--- src/rtl/hwpe_ctrl_uloop_sequencer.sv ---
// Steps the uloop one iteration at a time and turns its offsets into per-stream address requests.
// start->uloop clear 1 cycle, step 2 cycles; each iteration waits for every enabled stream ack before stepping again.
module hwpe_ctrl_uloop_sequencer #(
  parameter int unsigned NB_REG     = 5,
  parameter int unsigned REG_WIDTH  = 32,
  parameter int unsigned NB_STREAMS = 4,
  parameter int unsigned ADDR_WIDTH = 32,
  parameter int unsigned CNT_WIDTH  = 16,
  localparam int unsigned SEL_WIDTH = (NB_REG > 1) ? $clog2(NB_REG) : 1
) (
  input  logic                             clk_i,
  input  logic                             rst_ni,
  input  logic                             clear_i,
  input  logic                             start_i,
  input  logic [NB_STREAMS-1:0]            stream_en_i,
  input  logic [NB_STREAMS*ADDR_WIDTH-1:0] base_addr_i,
  input  logic [NB_STREAMS*SEL_WIDTH-1:0]  offs_sel_i,
  output logic                             uloop_clear_o,
  output logic                             uloop_enable_o,
  input  logic                             uloop_valid_i,
  input  logic                             uloop_done_i,
  input  logic [NB_REG*REG_WIDTH-1:0]      uloop_offs_i,
  output logic [NB_STREAMS-1:0]            stream_req_o,
  output logic [NB_STREAMS*ADDR_WIDTH-1:0] stream_addr_o,
  input  logic [NB_STREAMS-1:0]            stream_ack_i,
  output logic                             busy_o,
  output logic                             done_o,
  output logic [CNT_WIDTH-1:0]             iter_cnt_o
);

  typedef enum logic [2:0] {
    IDLE,
    CLR,
    STEP,
    WAIT,
    ISSUE
  } state_e;

  state_e                          state_q;
  logic [NB_STREAMS-1:0]           en_q;
  logic [NB_STREAMS-1:0]           pending_q;
  logic [NB_STREAMS-1:0]           pending_nxt;
  logic [NB_STREAMS*ADDR_WIDTH-1:0] base_q;
  logic [NB_STREAMS*ADDR_WIDTH-1:0] addr_q;
  logic [NB_STREAMS*ADDR_WIDTH-1:0] addr_nxt;
  logic [NB_STREAMS*SEL_WIDTH-1:0]  sel_q;
  logic                            last_q;
  logic [CNT_WIDTH-1:0]            cnt_q;

  // Out-of-range selects fall back to offset register 0, so it is the default.
  always_comb begin
    addr_nxt = '0;
    for (int s = 0; s < NB_STREAMS; s++) begin
      addr_nxt[s*ADDR_WIDTH +: ADDR_WIDTH] = base_q[s*ADDR_WIDTH +: ADDR_WIDTH]
                                           + ADDR_WIDTH'(uloop_offs_i[0 +: REG_WIDTH]);
      for (int r = 1; r < NB_REG; r++) begin
        if (sel_q[s*SEL_WIDTH +: SEL_WIDTH] == SEL_WIDTH'(r)) begin
          addr_nxt[s*ADDR_WIDTH +: ADDR_WIDTH] = base_q[s*ADDR_WIDTH +: ADDR_WIDTH]
                                               + ADDR_WIDTH'(uloop_offs_i[r*REG_WIDTH +: REG_WIDTH]);
        end
      end
    end
  end

  assign pending_nxt = pending_q & ~stream_ack_i;

  // Completion is flagged in the cycle the last ack lands, while the FSM is still busy.
  assign done_o = (state_q == ISSUE) && last_q && (pending_nxt == '0) && !clear_i;

  assign stream_req_o  = pending_q;
  assign stream_addr_o = addr_q;
  assign busy_o        = (state_q != IDLE);
  assign iter_cnt_o    = cnt_q;

  always_ff @(posedge clk_i or negedge rst_ni) begin
    if (!rst_ni) begin
      state_q        <= IDLE;
      en_q           <= '0;
      pending_q      <= '0;
      base_q         <= '0;
      addr_q         <= '0;
      sel_q          <= '0;
      last_q         <= 1'b0;
      cnt_q          <= '0;
      uloop_clear_o  <= 1'b0;
      uloop_enable_o <= 1'b0;
    end else if (clear_i) begin
      state_q        <= IDLE;
      en_q           <= '0;
      pending_q      <= '0;
      base_q         <= '0;
      addr_q         <= '0;
      sel_q          <= '0;
      last_q         <= 1'b0;
      cnt_q          <= '0;
      uloop_clear_o  <= 1'b0;
      uloop_enable_o <= 1'b0;
    end else begin
      uloop_clear_o  <= 1'b0;
      uloop_enable_o <= 1'b0;
      case (state_q)
        IDLE: begin
          if (start_i) begin
            en_q          <= stream_en_i;
            base_q        <= base_addr_i;
            sel_q         <= offs_sel_i;
            cnt_q         <= '0;
            uloop_clear_o <= 1'b1;
            state_q       <= CLR;
          end
        end
        CLR: begin
          uloop_enable_o <= 1'b1;
          state_q        <= STEP;
        end
        STEP: begin
          state_q <= WAIT;
        end
        WAIT: begin
          if (uloop_valid_i) begin
            last_q    <= uloop_done_i;
            addr_q    <= addr_nxt;
            pending_q <= en_q;
            state_q   <= ISSUE;
          end
        end
        ISSUE: begin
          pending_q <= pending_nxt;
          if (pending_nxt == '0) begin
            if (cnt_q != '1) begin
              cnt_q <= cnt_q + CNT_WIDTH'(1);
            end
            if (last_q) begin
              state_q <= IDLE;
            end else begin
              uloop_enable_o <= 1'b1;
              state_q        <= STEP;
            end
          end
        end
        default: begin
          state_q <= IDLE;
        end
      endcase
    end
  end

endmodule
--- config.mk ---
export PLATFORM = sky130hd
export DESIGN_NAME = hwpe_ctrl_uloop_sequencer
export DESIGN_NICKNAME = d
export VERILOG_FILES = /design/src/rtl/hwpe_ctrl_uloop_sequencer.sv
export SDC_FILE = /design/constraint.sdc
export NUM_CORES = 1
export LEC_CHECK = 0
export BUFFER_PORTS_ARGS = -buffer_cell sky130_fd_sc_hd__clkbuf_2
export CORE_UTILIZATION = 48
export CTS_BUF_LIST = sky130_fd_sc_hd__clkbuf_4
export CTS_CLUSTER_DIAMETER = 30
export CTS_CLUSTER_SIZE = 24
export DETAILED_ROUTE_END_ITERATION = 6
export HOLD_SLACK_MARGIN = 0.03
export PLACE_DENSITY = 0.82
export SLEW_MARGIN = 5
export SYNTH_ARGS = -nofsm -noshare
export SYNTH_HDL_FRONTEND = slang
export SYNTH_SLANG_ARGS = --single-unit
--- constraint.sdc ---
create_clock -name clk_i -period 6.9 [get_ports clk_i]
set_input_delay 1.035 -clock clk_i [delete_from_list [all_inputs] [get_ports clk_i]]
set_output_delay 1.035 -clock clk_i [all_outputs]
set_load 0.05 [all_outputs]
==> results.ini <==
[synth]
ys_seq_area_frac = 0.3365
syn_nets = 3078
yosysWarnings = 0
async_flop_share = 1.000
synth_common_cells = nand2_1 (311), dfrtp_1 (298), o21ai_0 (272)
synth_edf_count = 0
synth.ff_latch_count = 298
synthFlopType = dfrtp_1
syn_area_per_cell_um2 = 8.500
synth_cells = 2607
synth_area_mm2 = 0.02216
synth_top_area_share = 0.3365
yosys-top-cells-area = dfrtp_1 (34%), ha_1 (8.6%), a22o_1 (6.4%)
yosysTopAreaCell = dfrtp_1
yosysMostFrequentCell = nand2_1
synth_cell_types = 65

[setup_path]
required_ns = 7.65
worstSetupPathType = flip-flop to flip-flop
cp-start-kind = flip-flop
endpoint_kind = flip-flop
crit_arrival_ns = 6.03
cp_max_fo = 23

[placed_design]
hpwl_mm = 67.95
portBuffers = 465
gp_congestion = 1.075
dp_cells = 3516

[routing]
ant_nets = 0
drt_iter0_markers = 2575
drc_errors = 0
wirelength_mm = 89.03
dr.pass1.iters = 6
vias = 22680
vias_per_cell = 6.172
routedWlPerCell_um = 24.23

[finish]
fin_cells = 3674
syn_to_final_growth_pct = 17.72
final_nets = 3464
final_core_util = 0.5736
drive_gt1_frac = 0.2126
fillers = 4227

[timing]
rsz0062_at_grt = no
tightest_slew_ns = 1.209
finalCriticalPeriod_ns = 5.280
finalHoldViolCount = 0
drv_slew = 0
finalSetupViolCount = 0
timing.fmax_ghz = 0.1894
fin_tns_setup_ns = 0
relSlewSlack = 0.1854
finClkSkew_ns = 0.06498
finalCritPeriodShare = 0.7652

[global_route]
grt_busiest_layer = met2
grt_pass1_vias = 20830
grt_usage = 0.3735
met2_usage = 0.5552
grt_overflow = 0
grt_pass1_wl_mm = 131.1
antenna_found_initial = 21
grtUsageMet1 = 0.4924
use_met3 = 0.09336
grt_max_degree = 164

[power]
power_density_mw_per_mm2 = 227.7
power_leakage_nw = 12.67
peakVddDrop_v = 0.0001935

[clock_tree]
cts_tree = built
cts_root_buffer = clkbuf_4
postCtsSetupBuffers = 0
htreeDepth = 3
cts_sinks = 298
ctsResizeCount = 0
clk_latency_ns = 0.87
path_clk_slew_ns = 0.10
numCtsBuffers = 75
cts.path.max_buffers = 3
hold_buffers = 0

[die]
ios = 466
die_area_mm2 = 0.04703
core_mm2 = 0.04548
core.rowCount = 78
initial_core_util = 0.4873
chipHeight_um = 216.9
die_w_um = 216.9

[min_path]
hold_path.class = input port to asynchronous set/reset pin

[run_status]
outcome = complete, no violations

[flow_run]
drv_cap = 0

[cell families (layout without fill, tap and decap cells)]
group,Yosys count,after routing,synth area share
other,0,22,0
and+or+nand+nor,659,659,0.1290
xor gates and xnor gates,129,129,0.05099
AOI/OAI and AO/OA,1024,1024,0.2991
DFF,298,298,0.3365
adders and majority gates,157,157,0.09000
muxes,129,129,0.05827
buffers and inverters,211,656,0.03614
[cell type report]
cell class / count / area (um^2) / area share
flip-flops and latches: 298 / 7457 / 0.2859
repair buffers: 493 / 2572 / 0.09861
inverters: 27 / 101.3 / 0.003885
clock buffers: 79 / 593.1 / 0.02273
clock inverters: 57 / 563.0 / 0.02158
diodes: 22 / 55.05 / 0.002110
well taps: 600 / 750.7 / 0.02878
multi-input cells: 2098 / 13990 / 0.5364
[placed cells by master, fill, tap and decap left out, types with 10 or more instances in the layout]
master	n
a211oi_1	128
a21o_1	85
a21oi_1	243
a22o_1	162
a31oi_1	14
and3_1	10
buf_4	26
clkbuf_2	464
clkbuf_4	79
clkinv_2	14
dfrtp_1	298
diode_2	22
ha_1	153
inv_1	27
mux2i_1	129
nand2_1	309
nand2b_1	12
nand3_1	38
nand4_1	21
nor2_1	182
nor2b_1	13
nor3_1	16
o21a_1	10
o21ai_0	272
o21ai_1	17
o21bai_1	15
o31ai_1	15
or3_1	11
xnor2_1	65
xor2_1	64
[metrics by stage]
step	setup WS [ns]	total power (W)	hold WS [ns]	instance area [um^2]
2_1_floorplan	2.537	0.003367	0.4669	22160
3_3_place_gp	1.825	0.004056	0.4640	24880
3_5_place_dp	1.699	0.004066	0.4714	24880
4_1_cts	1.704	0.005926	0.08042	26030
5_1_grt	1.280	0.006240	0.1234	26060
6_report	1.620	0.005940	0.1083	26090
[state kept, by name, summed over array words and instances, names as in the netlist]
| name | flops |
|---|---|
| stream_req_o | 4 |
| iter_cnt_o | 16 |
| uloop_clear_o | 1 |
| sel_q | 12 |
| stream_addr_o | 128 |
| base_q | 128 |
| uloop_enable_o | 1 |
| last_q | 1 |
| state_q | 3 |
| en_q | 4 |
[routing by layer]
metal / share of wire / wire [um]
met1: 0.41 / 36100
met2: 0.43 / 38260
met3: 0.10 / 8942
met4: 0.063 / 5643
met5: 0.00090 / 80
[path summary, 6_finish.rpt]
path | from | to | slack (ns) | depth (start not counted)
hold reg to reg | stream_addr_o[126]$_DFFE_PN0P_ | stream_addr_o[126]$_DFFE_PN0P_ | 0.48 | 2
max in group asynchronous | rst_ni | stream_addr_o[16]$_DFFE_PN0P_ | 5.37 | 2
setup / recovery | sel_q[3]$_DFFE_PN0P_ | stream_addr_o[62]$_DFFE_PN0P_ | 1.62 | 18
setup reg to reg | sel_q[3]$_DFFE_PN0P_ | stream_addr_o[62]$_DFFE_PN0P_ | 1.62 | 18
hold / removal | rst_ni | stream_addr_o[124]$_DFFE_PN0P_ | 0.11 | 1
min in group clk_i | base_addr_i[60] | base_q[60]$_DFFE_PN0P_ | 0.36 | 2
[worst max-delay path, stage by stage, from the launching register on]
cell,delay (ns)
dfrtp_1,0.44
inv_1,0.15
nor3_2,0.71
buf_4,0.52
mux2i_1,0.24
a211oi_1,0.09
a21oi_1,0.13
o21ai_0,0.16
fa_1,0.46
a21o_1,0.20
a21o_1,0.20
a21o_1,0.21
a21o_1,0.24
a21o_1,0.22
o41ai_4,0.38
o41ai_1,0.21
a311oi_2,0.32
xor2_1,0.19
o21ai_1,0.08
[power breakdown]
group,switching [W],total [W],internal [W]
Combinational,0.00138,0.00218,0.000802
Sequential,0.0000869,0.00192,0.00183
Clock,0.000893,0.00184,0.000949
Total,0.00236,0.00594,0.00358
Power figures use the tool's default switching activity.
